`src/rtl/logic_reduce_unit_pkg.sv`:
```
// Shared encodings for the logic reduce unit: fold operations and FSM states.
package logic_reduce_unit_pkg;

  typedef enum logic [1:0] {
    OP_AND  = 2'b00,
    OP_OR   = 2'b01,
    OP_XOR  = 2'b10,
    OP_NAND = 2'b11
  } op_e;

  typedef enum logic [1:0] {
    ST_IDLE    = 2'b00,
    ST_COLLECT = 2'b01,
    ST_DONE    = 2'b10
  } state_e;

endpackage

```
`src/rtl/logic_reduce_unit_if.sv`:
```
// Operand and result channels of the logic reduce unit.
// Both channels: a beat transfers on a rising clk edge where valid && ready; valid never depends on ready.
interface logic_reduce_if #(
  parameter int BUS_WIDTH = 8,
  parameter int NB_INS    = 4
);
  localparam int CNT_W = $clog2(NB_INS + 1);

  logic                 in_valid;
  logic                 in_ready;
  logic [BUS_WIDTH-1:0] in_data;
  logic                 in_last;
  logic [1:0]           in_op;

  logic                 out_valid;
  logic                 out_ready;
  logic [BUS_WIDTH-1:0] out_data;
  logic [CNT_W-1:0]     out_count;
  logic                 out_trunc;

  modport master (
    output in_valid, in_data, in_last, in_op, out_ready,
    input  in_ready, out_valid, out_data, out_count, out_trunc
  );

  modport slave (
    input  in_valid, in_data, in_last, in_op, out_ready,
    output in_ready, out_valid, out_data, out_count, out_trunc
  );
endinterface

```
`src/rtl/logic_reduce_unit_logic_op_step.sv`:
```
// One fold step of the reduction; NAND folds as AND and is inverted only at the output.
module logic_op_step
  import logic_reduce_unit_pkg::*;
#(
  parameter int W = 8
) (
  input  logic [W-1:0] acc_i,
  input  logic [W-1:0] data_i,
  input  op_e          op_i,
  output logic [W-1:0] next_o
);

  always_comb begin
    next_o = acc_i & data_i;
    unique case (op_i)
      OP_AND,
      OP_NAND: next_o = acc_i & data_i;
      OP_OR:   next_o = acc_i | data_i;
      OP_XOR:  next_o = acc_i ^ data_i;
      default: next_o = acc_i & data_i;
    endcase
  end

endmodule

```
`src/rtl/logic_reduce_unit.sv`:
```
// Sequential multi-operand bitwise reducer: folds up to NB_INS operand beats into one registered result.
module logic_reduce_unit
  import logic_reduce_unit_pkg::*;
#(
  parameter int BUS_WIDTH = 8,
  parameter int NB_INS    = 4
) (
  input  logic                 clk,
  input  logic                 rst_n,
  logic_reduce_if.slave        bus,
  output state_e               state_o
);

  localparam int CNT_W = $clog2(NB_INS + 1);
  localparam logic [CNT_W-1:0] NB_CNT = CNT_W'(NB_INS);

  state_e               state_q, state_d;
  logic [BUS_WIDTH-1:0] acc_q, acc_d;
  op_e                  op_q, op_d;
  logic [CNT_W-1:0]     cnt_q, cnt_d;
  logic                 trunc_q, trunc_d;

  logic [BUS_WIDTH-1:0] step_acc;
  logic [CNT_W-1:0]     cnt_inc;
  logic                 beat_fire;

  logic_op_step #(.W(BUS_WIDTH)) u_step (
    .acc_i  (acc_q),
    .data_i (bus.in_data),
    .op_i   (op_q),
    .next_o (step_acc)
  );

  assign cnt_inc   = cnt_q + CNT_W'(1);
  assign beat_fire = bus.in_valid && (state_q != ST_DONE);

  always_comb begin
    state_d = state_q;
    acc_d   = acc_q;
    op_d    = op_q;
    cnt_d   = cnt_q;
    trunc_d = trunc_q;
    unique case (state_q)
      ST_IDLE: begin
        if (beat_fire) begin
          acc_d   = bus.in_data;
          op_d    = op_e'(bus.in_op);
          cnt_d   = CNT_W'(1);
          trunc_d = 1'b0;
          state_d = bus.in_last ? ST_DONE : ST_COLLECT;
        end
      end
      ST_COLLECT: begin
        if (beat_fire) begin
          acc_d   = step_acc;
          cnt_d   = cnt_inc;
          trunc_d = (cnt_inc == NB_CNT) && !bus.in_last;
          if (bus.in_last || (cnt_inc == NB_CNT)) state_d = ST_DONE;
        end
      end
      ST_DONE: begin
        if (bus.out_ready) begin
          state_d = ST_IDLE;
          trunc_d = 1'b0;
        end
      end
      default: state_d = ST_IDLE;
    endcase
  end

  always_ff @(posedge clk or negedge rst_n) begin
    if (!rst_n) begin
      state_q <= ST_IDLE;
      acc_q   <= '0;
      op_q    <= OP_AND;
      cnt_q   <= '0;
      trunc_q <= 1'b0;
    end else begin
      state_q <= state_d;
      acc_q   <= acc_d;
      op_q    <= op_d;
      cnt_q   <= cnt_d;
      trunc_q <= trunc_d;
    end
  end

  // Gating with rst_n keeps in_ready low for the whole reset window, not just the flops.
  assign bus.in_ready  = rst_n && (state_q != ST_DONE);
  assign bus.out_valid = (state_q == ST_DONE);
  assign bus.out_data  = (op_q == OP_NAND) ? ~acc_q : acc_q;
  assign bus.out_count = cnt_q;
  assign bus.out_trunc = trunc_q;
  assign state_o       = state_q;

endmodule

```
`src/flat_wrapper.sv`:
```
// flat-port wrapper written by rule: the top's interface ports become plain ports
module logic_reduce_unit_flat import logic_reduce_unit_pkg::*;
#(
  parameter int BUS_WIDTH = 8,
  parameter int NB_INS    = 4
)
  (clk, rst_n, state_o, bus_in_valid, bus_in_data, bus_in_last, bus_in_op, bus_out_ready, bus_in_ready, bus_out_valid, bus_out_data, bus_out_count, bus_out_trunc);
  logic_reduce_if #(.BUS_WIDTH(BUS_WIDTH), .NB_INS(NB_INS)) bus_i ();
  input  logic clk;
  input  logic rst_n;
  output state_e state_o;
  input wire logic [$bits(bus_i.in_valid)-1:0] bus_in_valid;
  input wire logic [$bits(bus_i.in_data)-1:0] bus_in_data;
  input wire logic [$bits(bus_i.in_last)-1:0] bus_in_last;
  input wire logic [$bits(bus_i.in_op)-1:0] bus_in_op;
  input wire logic [$bits(bus_i.out_ready)-1:0] bus_out_ready;
  output wire logic [$bits(bus_i.in_ready)-1:0] bus_in_ready;
  output wire logic [$bits(bus_i.out_valid)-1:0] bus_out_valid;
  output wire logic [$bits(bus_i.out_data)-1:0] bus_out_data;
  output wire logic [$bits(bus_i.out_count)-1:0] bus_out_count;
  output wire logic [$bits(bus_i.out_trunc)-1:0] bus_out_trunc;
  assign bus_i.in_valid = bus_in_valid;
  assign bus_i.in_data = bus_in_data;
  assign bus_i.in_last = bus_in_last;
  assign bus_i.in_op = bus_in_op;
  assign bus_i.out_ready = bus_out_ready;
  assign bus_in_ready = bus_i.in_ready;
  assign bus_out_valid = bus_i.out_valid;
  assign bus_out_data = bus_i.out_data;
  assign bus_out_count = bus_i.out_count;
  assign bus_out_trunc = bus_i.out_trunc;
  logic_reduce_unit #(.BUS_WIDTH(BUS_WIDTH), .NB_INS(NB_INS)) u_core (.clk(clk), .rst_n(rst_n), .bus(bus_i), .state_o(state_o));
endmodule
```
`config.mk`:
```
export PLATFORM = sky130hd
export DESIGN_NAME = logic_reduce_unit_flat
export DESIGN_NICKNAME = d
export VERILOG_FILES = /design/src/rtl/logic_reduce_unit_pkg.sv /design/src/rtl/logic_reduce_unit_if.sv /design/src/rtl/logic_reduce_unit_logic_op_step.sv /design/src/rtl/logic_reduce_unit.sv /design/src/flat_wrapper.sv
export SDC_FILE = /design/constraint.sdc
export NUM_CORES = 1
export LEC_CHECK = 0
export CAP_MARGIN = 20
export CORE_MARGIN = 2
export CORE_UTILIZATION = 45
export CTS_BUF_LIST = sky130_fd_sc_hd__clkbuf_16
export DETAILED_ROUTE_END_ITERATION = 10
export GPL_ROUTABILITY_DRIVEN = 0
export GPL_TIMING_DRIVEN = 0
export PLACE_DENSITY_LB_ADDON = 0.08
export SYNTH_ARGS = -nofsm -noshare
export SYNTH_HDL_FRONTEND = slang
export SYNTH_SLANG_ARGS = --single-unit
```
`constraint.sdc`:
```
create_clock -name clk -period 5.12 [get_ports clk]
set_clock_uncertainty 0.2 [all_clocks]
set_input_delay 0.512 -clock clk [delete_from_list [all_inputs] [get_ports clk]]
set_output_delay 0.512 -clock clk [all_outputs]
set_load 0.02 [all_outputs]
```
Yosys cells after proc, flatten, opt, wreduce, memory -nomap -nowiden
Cells that the tools add are included.

word-level totals
  register bits = 16
  bits of input ports = 15
  output and inout bits = 16

operators by class
  add/sub/neg operators = 1
  eq/ne operators = 11
  muxes and demuxes = 18
  bitwise operators = 4
  reduce and logical (&&, ||, !) cells = 14

operator list
  operator               count
  $mux W8                3
  $pmux W8 S3            1
  $pmux W8 S2            1
  $mux W2                5
  $and A8 B8 Y8          1
  $not A8 Y8             1
  $or A8 B8 Y8           1
  $reduce_and A4 Y1      2
  $xor A8 B8 Y8          1
  $eq A2 B2 Y1 const B   3
  $mux W3                2
  $ne A2 B1 Y1 const B   3
  $pmux W2 S3            1
  $pmux W3 S2            1
  $eq A2 B1 Y1 const B   2
  $logic_not A2 Y1       2
  $ne A2 B2 Y1 const B   2
  $add A3 B1 Y3 const B  1
  $eq A3 B3 Y1 const B   1
  $logic_and A1 B1 Y1    3
  $mux W1                3
  $pmux W1 S3            1
  $reduce_and A3 Y1      1
  $reduce_bool A3 Y1     1
  5 further kinds        5

Depth between registers and ports, before layout
Gate-level depths: netlist of run 1.

  depth in word-level cells = 6
  gate-level depth with buffers = 6
  gate-level depth less buffers = 5

Cells and area by module
Synthesis of run 1 repeated with hierarchy kept, for this count alone.

second synthesis, totals
  cell total of the unflattened synthesis = 151
  area, all modules = 1350.0 µm²

by module, submodules not included
  module             instances  cells each  area each (µm²)  seq. area each (µm²)
  logic_reduce_unit  1          81          868.3            400.4
  logic_op_step      1          70          481.7            0.0

Least setup slack after synthesis of run 1
OpenSTA, ideal clock, no wires.

  path type = flip-flop to output port
  start point = register u_core.op_q[0]
  end point = output port bus_out_data[4]
  arrival time = 1136 ps
  required time = 4408 ps
  setup slack = 3272 ps
  stages on the path, launching flop included = 4
  buffers on the path = 1
  path through = dfrtp_1 ha_1 buf_2 xor2_1

on the way
  word-level cells in the longest chain between the ends = 2

RTL lines
  element                 line                     source
  from (decl)             logic_reduce_unit.sv:19  op_e op_q, op_d;
  from (signal assigned)  logic_reduce_unit.sv:81  op_q <= op_d;
  $eq A2 B2 Y1            logic_reduce_unit.sv:90  assign bus.out_data = (op_q == OP_NAND) ? ~acc_q : acc_q;
  $mux W8                 logic_reduce_unit.sv:90
  to (decl)               flat_wrapper.sv:19       output wire logic [$bits(bus_i.out_data)-1:0] bus_out_data;

Every way passes these cells.

Worst setup path after layout of run 1
  start point = input port rst_n
  end point = output port bus_in_ready

on the way
  word-level cells in the longest chain between the ends = 1

RTL lines
  element              line                     source
  from (decl)          flat_wrapper.sv:10       input logic rst_n;
  $logic_and A1 B1 Y1  logic_reduce_unit.sv:88  assign bus.in_ready = rst_n && (state_q != ST_DONE);
  to (decl)            flat_wrapper.sv:17       output wire logic [$bits(bus_i.in_ready)-1:0] bus_in_ready;

Every way passes these cells.

==> results of run 1 <==
-- report_power, final --
| group | total, mW | switching [mW] | internal (mW) |
|---|---|---|---|
| registers | 0.183 | 0.0285 | 0.155 |
| clock network | 0.153 | 0.0506 | 0.103 |
| logic | 0.398 | 0.204 | 0.194 |
-- flip-flops by register name, summed over array words and instances (netlist names) --
register              count
u_core.acc_q              8
u_core.bus.out_count      3
u_core.op_q               2
u_core.state_o            2
u_core.bus.out_trunc      1
-- final timing paths --
| kind | from | to | slack [ps] |
|---|---|---|---|
| max in group asynchronous | rst_n | u_core.acc_q[7]$_DFFE_PN0P_ | 3690 |
| setup / recovery | rst_n | bus_in_ready | 2070 |
| hold reg to reg | u_core.bus.out_trunc$_DFFE_PN0P_ | u_core.bus.out_trunc$_DFFE_PN0P_ | 330 |
| setup reg to reg | u_core.op_q[0]$_DFFE_PN0P_ | u_core.acc_q[1]$_DFFE_PN0P_ | 3330 |
| hold / removal | u_core.bus.out_trunc$_DFFE_PN0P_ | u_core.bus.out_trunc$_DFFE_PN0P_ | 330 |
| min in group asynchronous | rst_n | u_core.op_q[0]$_DFFE_PN0P_ | 530 |
-- per-layer routing --
metal / vias up / track usage (%) / routed length (um)
met5: - / 0 / 0
met4: 0 / 6.818 / 42
met3: 5 / 3.057 / 138
met2: 33 / 34.22 / 1575
met1: 546 / 25.82 / 1321
li1: 548 / - / -
-- critical path: stages --
cell	delay (ps)
clkdlybuf4s50_1	990
and2_1	230
clkdlybuf4s50_1	600
-- layout make-up --
class | count | area (um2) | area share [%]
multi-input combinational | 97 | 830.8 | 46.40
inverter | 21 | 81.33 | 4.542
sequential | 16 | 400.4 | 22.36
timing repair buffer | 30 | 300.3 | 16.77
clock buffer | 3 | 75.07 | 4.193
tap | 33 | 41.29 | 2.306
buffer | 8 | 61.31 | 3.424
-- cells in the final DEF, fill, tap and decap left out, drive strengths merged, types with 4 or more instances in the layout --
cell type,synthesis,layout
xor2,9,9
dfrtp,16,16
a21o,6,6
inv,21,21
nor2b,11,11
nand2b,4,4
ha,21,21
buf,8,8
a21oi,5,5
a22oi,7,7
clkdlybuf4s50,0,30
o221ai,6,6
nand2,7,7
o21a,4,4
-- metrics by stage --
step | cell area (um2) | instances | utilization, % | worst slack [ps] | total power [mW]
6_report | 1790 | 208 | 60.13 | 2074 | 0.7346
5_1_grt | 1790 | 208 | 60.13 | 1924 | 0.7872
4_1_cts | 1790 | 208 | 60.13 | 1999 | 0.7445
3_5_place_dp | 1715 | 205 | 57.61 | 2003 | 0.5868
3_3_place_gp | 1715 | 205 | 57.61 | 2018 | 0.5753
2_1_floorplan | 1374 | 142 | - | 3272 | 0.4404
-- cells in the mapped netlist, drive strengths merged --
library cell	number	area share [%]
ha	21	19
inv	21	5.9
dfrtp	16	29
nor2b	11	5.6
xor2	9	5.7
buf	8	4.5
a22oi	7	4.2
nand2	7	2.1
a21o	6	3.3
o221ai	6	3.8
a21oi	5	1.8
nand2b	4	1.8
o21a	4	2.2
mux2	2	2.2
nand3	2	0.73
nor2	2	1.1
o21ai	2	0.73
a2bb2oi	1	1.1
a311o	1	0.73
a311oi	1	1.1
a31oi	1	0.46
a32o	1	0.73
and2	1	0.46
and3	1	0.46
o22ai	1	0.46
o32ai	1	0.64
-- logic make-up after synthesis --
group                    Yosys count
flip-flops                        16
adder cells (fa/ha/maj)           21
buffers and inverters             29
AND/OR/NAND/NOR                   28
AO/OA/AOI/OAI                     37
XOR/XNOR                           9
multiplexers                       2
==> results.md, run 1 <==
* Worst-Margin Slew at 803.1 ps
* Crit path DAT at 2330 ps
* Total CTS buffers at 3
* Max-slew headroom at 46.29%
* FP Rows at 20
* N_diodes at 0
* Critical Path RT at 4410 ps
* Full die area at 3511 um2
* # DRC at 0
* Clock sink count at 16
* Initial DRC count at 39
* Nets at 213
* Simple-gate area share of the yosys netlist at 12.20%
* WS Path Type: primary input to output port
* Flops & latches, synth at 16
* Via density at 5.442
* Post-CTS sizing at 0
* Slew Limit Fails at 0
* Final setup TNS at 0 ps
* Clk slew on worst S/H paths at 50 ps
* Worst hold path stage count at 1
* Post-Synth Adder-Cell Area at 19.13%
* Htree depth at 1
* Ys Warns at 0
* Post-route clock period utilization at 59.50%
* Total number of vias at 1132
* Number of global-route vias before repair at 1172
* CTS tree: built
* CP Max Fanout at 17
* Post-Route WL at 3.078 mm
* Largest family of logic cells by synthesized area: compound AO/OA/AOI/OAI gates
* Initial antenna violation count at 0
* First-pass GRT wire length at 5.319 mm
* Worst VDD drop at 205.3 uV
* Status: completed
* Post-Synth XOR/XNOR Area at 5.738%
* Sequential share of the synthesized area at 29.14%
* Post-route antenna net violation count at 0
* Multiplexer share of the synthesized area at 2.186%
* Mapped Cells at 142
* Die height at 59.26 um
* RSZ-0062 raised after global routing: false
* Chip width at 59.26 um
* Compound-Gate Fraction of Synth Area at 21.22%
* FMAX at 328.3 MHz
* Final HPWL DP at 2.216 mm
* Avg Cell Area, Syn at 9.675 um2
* DR pass1 iterations at 4
* IO Count at 31
* Post-synthesis cell type count at 34
* Fin Hold WS at 328.2 ps
* Hold crit path type: flip-flop to flip-flop
* Share of cells above drive strength 1 at 12.00%
* Largest net degree at the start of global routing at 18
* Leak pwr at 0.8908 nW
* Worst-case clock buffer depth at 2
* Critical Path Start Type: primary input
* Pwr/cell area at 410.3 nW/um2
* Area Overhead vs Synth at 30.33%
* Max-cap check violation count at 0
* Final-report setup violation count at 0
* Reg2reg path depth at 6
* Number of port buffers at 30
* Root Driver: clkbuf_16
* Initial Utilization at 46.13%
* Mapped Nets at 178
* Mapped cell area at 1374 um2
* Hold Buf Count CTS at 0
* Routed WL per cell at 14.80 um
* Setup repair bufs after CTS at 0
* Global route overflow at 0
* Period minus WS final at 3046 ps
* Worst-Skew Late Latency at 250 ps
* Core ar. at 2978 um2
* Fill cells at 278
* GRT Total Usage at 20.12%
* Crit. End Element: output port
* Final hold viol count at 0
(Power assumes the default switching activity.)
==> inputs of run 2 (changes only) <==
==> constraint.sdc (replaced) <==
create_clock -name clk -period 3 [get_ports clk]
set_clock_uncertainty 0.2 [all_clocks]
set_input_delay 0.3 -clock clk [delete_from_list [all_inputs] [get_ports clk]]
set_output_delay 0.3 -clock clk [all_outputs]
set_load 0.02 [all_outputs]
==> results of run 2 <==
The final DEF is identical to that of run 1. Status: completed.
Among the figures that moved: setup slack after placement 2003 ps -> 306.7 ps; setup slack after layout 2074 ps -> 377.8 ps; hold slack 328.2 ps -> 319.1 ps; register-to-register setup slack 3330 ps -> 1210 ps; total power 0.7346 mW -> 1.254 mW; worst IR drop on VDD 205.3 uV -> 350.3 uV
==> inputs of run 3 (changes only) <==
--- a/config.mk
+++ b/config.mk
@@ -15,4 +15,5 @@
 export PLACE_DENSITY_LB_ADDON = 0.08
 export SYNTH_ARGS = -nofsm -noshare
 export SYNTH_HDL_FRONTEND = slang
+export SYNTH_HIERARCHICAL = 1
 export SYNTH_SLANG_ARGS = --single-unit
==> results.md, run 3 <==
* Post-CTS sizing at 0 (unchanged)
* Fin Hold WS at 324.6 ps
* GRT Total Usage at 20.01% (-0.11 points)
* Area Overhead vs Synth at 30.95%
* Max-slew headroom at 45.73% (-0.57 points)
* Mapped cell area at 1350 um2 (-1.7%)
* Post-synthesis cell type count at 25 (-26%)
* Top_reg_cell synth: dfrtp_1
* RSZ-0062 raised after global routing: false
* Status: complete, but fails checks
* Most frequent cells in the layout: clkdlybuf4s50_1 (30), nand2_1 (21), ha_1 (20), inv_1 (19), dfrtp_1 (16)
* EDFF count, synth at 0 (unchanged)
* Largest register FFs at 8 (unchanged)
* Fill cells at 257 (-7.6%)
* Worst R2R Setup Slack at 1220 ps
* CTS tree: built
* Failing checks: DRC
* Clk slew on worst S/H paths at 50 ps (about the same)
* Critical Path Start Type: primary input
* Critical Path RT at 2500 ps
* Total number of vias at 1120 (-1.1%)
* Avg Cell Area, Syn at 8.941 um2 (-7.6%)
* Full die area at 3455 um2 (-1.6%)
* Routed WL per cell at 14.47 um (-2.2%)
* Placed cell count at 212 (+3.4%)
* DR pass1 iterations at 7 (+3)
* Final HPWL DP at 2.236 mm (+0.88%)
* Most common cell after layout, fill and taps aside: clkdlybuf4s50_1
* Crit path DAT at 2130 ps
* Final-report setup violation count at 0 (unchanged)
* Worst-Margin Slew at 811.6 ps (+8.493 ps)
* Sequential share of the synthesized area at 29.66% (+0.51 points)
* Cell Count, Final, Fillers Out at 216 (+3.8%)
* Share of cells above drive strength 1 at 8.108% (-3.9 points)
* FP Rows at 19 (-5.0%)
* Top post-synthesis cells by count: nand2_1 (21), ha_1 (20), inv_1 (19)
* Setup slack at placement at 305.6 ps
* Slew Limit Fails at 0 (unchanged)
* Chip width at 58.78 um (-0.81%)
* Worst-Skew Late Latency at 250 ps (about the same)
* Total CTS buffers at 3 (unchanged)
* Pwr/cell area at 741.1 nW/um2
* Initial DRC count at 44 (+13%)
* Setup repair bufs after CTS at 0 (unchanged)
* Mapped Nets at 186 (+4.5%)
* Number of global-route vias before repair at 1141 (-2.6%)
* Register name with the most flops: u_core/acc_q
* CP Max Fanout at 17 (unchanged)
* Mapped Cells at 151 (+6.3%)
* Ys Warns at 6 (+6)
* Post-route antenna net violation count at 0 (unchanged)
* Largest net degree at the start of global routing at 18 (unchanged)
* WS Path Type: primary input to output port
* Final setup TNS at 0 ps (unchanged)
* Reg2reg path depth at 6 (unchanged)
* Hold crit path type: primary input to asynchronous set/reset pin
* Worst VDD drop at 340.5 uV
* Number of port buffers at 30 (unchanged)
* Top cell type by total area after synthesis: dfrtp_1
* IO Count at 31 (unchanged)
* Post-route clock period utilization at 87.60%
* Leak pwr at 0.8309 nW (-6.7%)
* Synth top area share at 29.66% (+0.51 points)
* Overall power at 1.310 mW
* FFs w/ async S/R, synth at 100.0% (unchanged)
* First-pass GRT wire length at 5.216 mm (-1.9%)
* Die height at 58.78 um (-0.81%)
* Global route overflow at 0 (unchanged)
* Clock sink count at 16 (unchanged)
* Crit path to: bus_in_ready
* Top post-synthesis cells by area: dfrtp_1 (30%), ha_1 (19%), nand2b_1 (6.0%), mux2i_1 (5.9%), nand2_1 (5.8%)
* Core ar. at 2805 um2 (-5.8%)
* Crit Reg-Reg Endpoint: u_core/acc_q[2]$_DFFE_PN0P_
* RR Startpoint: u_core/op_q[0]$_DFFE_PN0P_
* Crit. End Element: output port
* Post-Route WL at 3.126 mm (+1.6%)
* Count leader, synth: nand2_1
* Period minus WS final at 2628 ps
* Root Driver: clkbuf_16
* Worst-case clock buffer depth at 2 (unchanged)
* Worst setup margin at 371.9 ps
* Initial antenna violation count at 0 (unchanged)
* # DRC at 3 (+3)
* CP startpoint: rst_n
* Hold Buf Count CTS at 0 (unchanged)
* FMAX at 380.5 MHz
* Via density at 5.185 (-4.7%)
* Max-cap check violation count at 0 (unchanged)
* Final hold viol count at 0 (unchanged)
* Flops & latches, synth at 16 (unchanged)
* Htree depth at 1 (unchanged)
* Nets at 221 (+3.8%)
* Initial Utilization at 48.13% (+2.0 points)
* N_diodes at 0 (unchanged)
run 3: per-stage QoR:
| stage | instance area, um2 | util [%] |
|---|---|---|
| after global routing | 1768 | 63.02 |
| after global placement | 1689 | 60.21 |
| after detailed placement | 1689 | 60.21 |
| final | 1768 | 63.02 |
| after floorplan | 1350 | - |
| after CTS | 1768 | 63.02 |
run 3: routing by layer:
metal,vias to the layer above,global-route usage (%),part of all wire (%)
li1,559,-,-
met1,533,27.61,47
met2,23,32.22,48
met3,5,3.297,4.4
met4,0,5.844,0.99
met5,-,0,0
run 3: how the worst min path moves through the flow:
| stage | cells after the start | from | to | slack, ps |
|---|---|---|---|---|
| floorplan | 0 | rst_n | u_core/acc_q[0]$_DFFE_PN0P_ | -200 |
| global placement | 1 | u_core/bus.out_trunc$_DFFE_PN0P_ | u_core/bus.out_trunc$_DFFE_PN0P_ | 300 |
| detailed placement | 1 | u_core/bus.out_trunc$_DFFE_PN0P_ | u_core/bus.out_trunc$_DFFE_PN0P_ | 320 |
| CTS | 1 | u_core/bus.out_trunc$_DFFE_PN0P_ | u_core/bus.out_trunc$_DFFE_PN0P_ | 330 |
| global route | 1 | u_core/bus.out_trunc$_DFFE_PN0P_ | u_core/bus.out_trunc$_DFFE_PN0P_ | 350 |
| finish | 1 | rst_n | u_core/bus.out_count[2]$_DFFE_PN0P_ | 320 |
run 3: area by class of cell:
type,count,area (um2),share of cell area [%]
flip-flops and latches,16,400.4,22.65
multi-input cells,109,823.3,46.57
well taps,31,38.79,2.194
clock inverters,1,3.754,0.2123
plain buffers,6,51.30,2.902
inverters,20,75.07,4.246
repair buffers,30,300.3,16.99
clock buffers,3,75.07,4.246
run 3: worst max-delay path: stages:
cell and delay, ps:
clkdlybuf4s50_1 1000, and2_1 220, clkdlybuf4s50_1 600
run 3: kinds of logic after synthesis:
group / count (synthesis) / synth area share, %
AO/OA/AOI/OAI: 23 / 10.94
adder cells (fa/ha/maj): 20 / 18.54
AND/OR/NAND/NOR: 46 / 17.24
buffers and inverters: 26 / 9.360
flip-flops: 16 / 29.66
multiplexers: 11 / 8.434
XOR/XNOR: 9 / 5.839
run 3: power by group:
| group | total (mW) | internal (mW) | switching (mW) | leakage (nW) |
|---|---|---|---|---|
| Sequential | 0.329 | 0.268 | 0.0612 | 0.199 |
| Combinational | 0.714 | 0.345 | 0.369 | 0.594 |
| Clock | 0.267 | 0.177 | 0.0900 | 0.0385 |
| Total | 1.31 | 0.790 | 0.520 | 0.831 |
==> RTL change (config.mk and constraints of run 1) <==
`NB_INS` is set to 4 in 3 places; all go to 2.
--- a/src/rtl/logic_reduce_unit_if.sv
+++ b/src/rtl/logic_reduce_unit_if.sv
@@ -2,7 +2,7 @@
 // Both channels: a beat transfers on a rising clk edge where valid && ready; valid never depends on ready.
 interface logic_reduce_if #(
   parameter int BUS_WIDTH = 8,
-  parameter int NB_INS    = 4
+  parameter int NB_INS    = 2
 );
   localparam int CNT_W = $clog2(NB_INS + 1);
 
--- a/src/rtl/logic_reduce_unit.sv
+++ b/src/rtl/logic_reduce_unit.sv
@@ -3,7 +3,7 @@
   import logic_reduce_unit_pkg::*;
 #(
   parameter int BUS_WIDTH = 8,
-  parameter int NB_INS    = 4
+  parameter int NB_INS    = 2
 ) (
   input  logic                 clk,
   input  logic                 rst_n,
--- a/src/flat_wrapper.sv
+++ b/src/flat_wrapper.sv
@@ -2,7 +2,7 @@
 module logic_reduce_unit_flat import logic_reduce_unit_pkg::*;
 #(
   parameter int BUS_WIDTH = 8,
-  parameter int NB_INS    = 4
+  parameter int NB_INS    = 2
 )
   (clk, rst_n, state_o, bus_in_valid, bus_in_data, bus_in_last, bus_in_op, bus_out_ready, bus_in_ready, bus_out_valid, bus_out_data, bus_out_count, bus_out_trunc);
   logic_reduce_if #(.BUS_WIDTH(BUS_WIDTH), .NB_INS(NB_INS)) bus_i ();
Interface: changed (resized bus_out_count); port bits go from 31 to 30. No check against the original RTL was run, so the function may have changed too.
==> RTL change against run 1 <==
Via count is 3.9% lower. Setup slack better by 0.025 ns. Total power is 42% higher. Core utilization is 1.7 points higher. Critical path depth stayed put. Area after synthesis is 7.7% lower. Cell area is 6.4% lower. Sequential power is 27% higher. Sequential cell count is 1 lower. Wire length is 4.7% lower. Critical path type unchanged. Largest cell class unchanged. Largest power group unchanged.
==> RTL change: results <==
metrics = {
    "run_status": {
        "outcome": "completed",
    },
    "layout": {
        "nNonClkBuffers": 37,
        "nMultiInputCombCells": 87,
        "seq_cell_count": 15,
        "clk_share_pct": 4.701,
        "fillers": 247,
        "nonClkBufAreaFrac_pct": 20.07,
    },
    "logic_synthesis": {
        "synthXorXnorAreaFrac_pct": 5.523,
        "syn_avg_cell_area_um2": 8.998,
        "yosys-top-cells-area": "dfrtp_1, ha_1, inv_1",
        "yosysSeqAreaShare_pct": 29.59,
        "yosys-top-cells-count": "inv_1, ha_1, dfrtp_1",
    },
    "power_and_ir_drop": {
        "power_density_mw_per_mm2": 620.6,
        "p_leak_nw": 0.8477,
        "pwr-share-seq_pct": 22.3,
        "intPower_mw": 0.5770,
    },
    "routing": {
        "wirelength_um": 2934,
        "via_per_inst": 5.307,
        "met1Wirelength_um": 1290,
        "route.met2.wl_um": 1496,
        "avgRoutedWirePerCell_um": 14.31,
    },
    "place": {
        "dp_cells": 201,
        "io_buffer_count": 29,
    },
    "global_routing": {
        "grt_pass1_wl_um": 5188,
        "track_usage_pct": 20.31,
        "met1_usage_pct": 25.07,
        "use_met3_pct": 3.401,
        "grt_pass1_vias": 1155,
        "grt_max_degree": 17,
        "use_met2_pct": 35.96,
    },
    "timing": {
        "tightest_slew_ns": 0.7457,
    },
    "setup_path": {
        "critPathMaxFanout": 16,
        "arrival_ns": 2.31,
    },
}
==> RTL change: cell count changes in the layout (fill, tap and decap cells not counted), moves of 6 or more <==
cell | run 1 | this run
o21ai_1 | 2 | 8
a221oi_1 | 0 | 8
inv_1 | 19 | 32
a22oi_1 | 6 | 0
nand2_1 | 6 | 12
nor2b_1 | 10 | 0
==> RTL change: worst paths after layout <==
check,endpoint,slack (ns),depth (start not counted)
min in group asynchronous,u_core.acc_q[1],0.51,1
hold / removal,u_core.bus.out_count[1],0.33,2
setup / recovery,bus_in_ready,2.10,3
hold reg to reg,u_core.bus.out_count[1],0.33,2
max in group asynchronous,u_core.acc_q[2],3.74,1
setup reg to reg,u_core.acc_q[3],3.32,6
==> RTL change: stage by stage <==
stage                     setup slack (ns)  cell area (um^2)
after floorplan                      3.276              1269
after global placement               2.066              1598
after detailed placement             2.033              1598
after CTS                            2.034              1677
after global routing                 1.923              1677
final                                2.099              1677
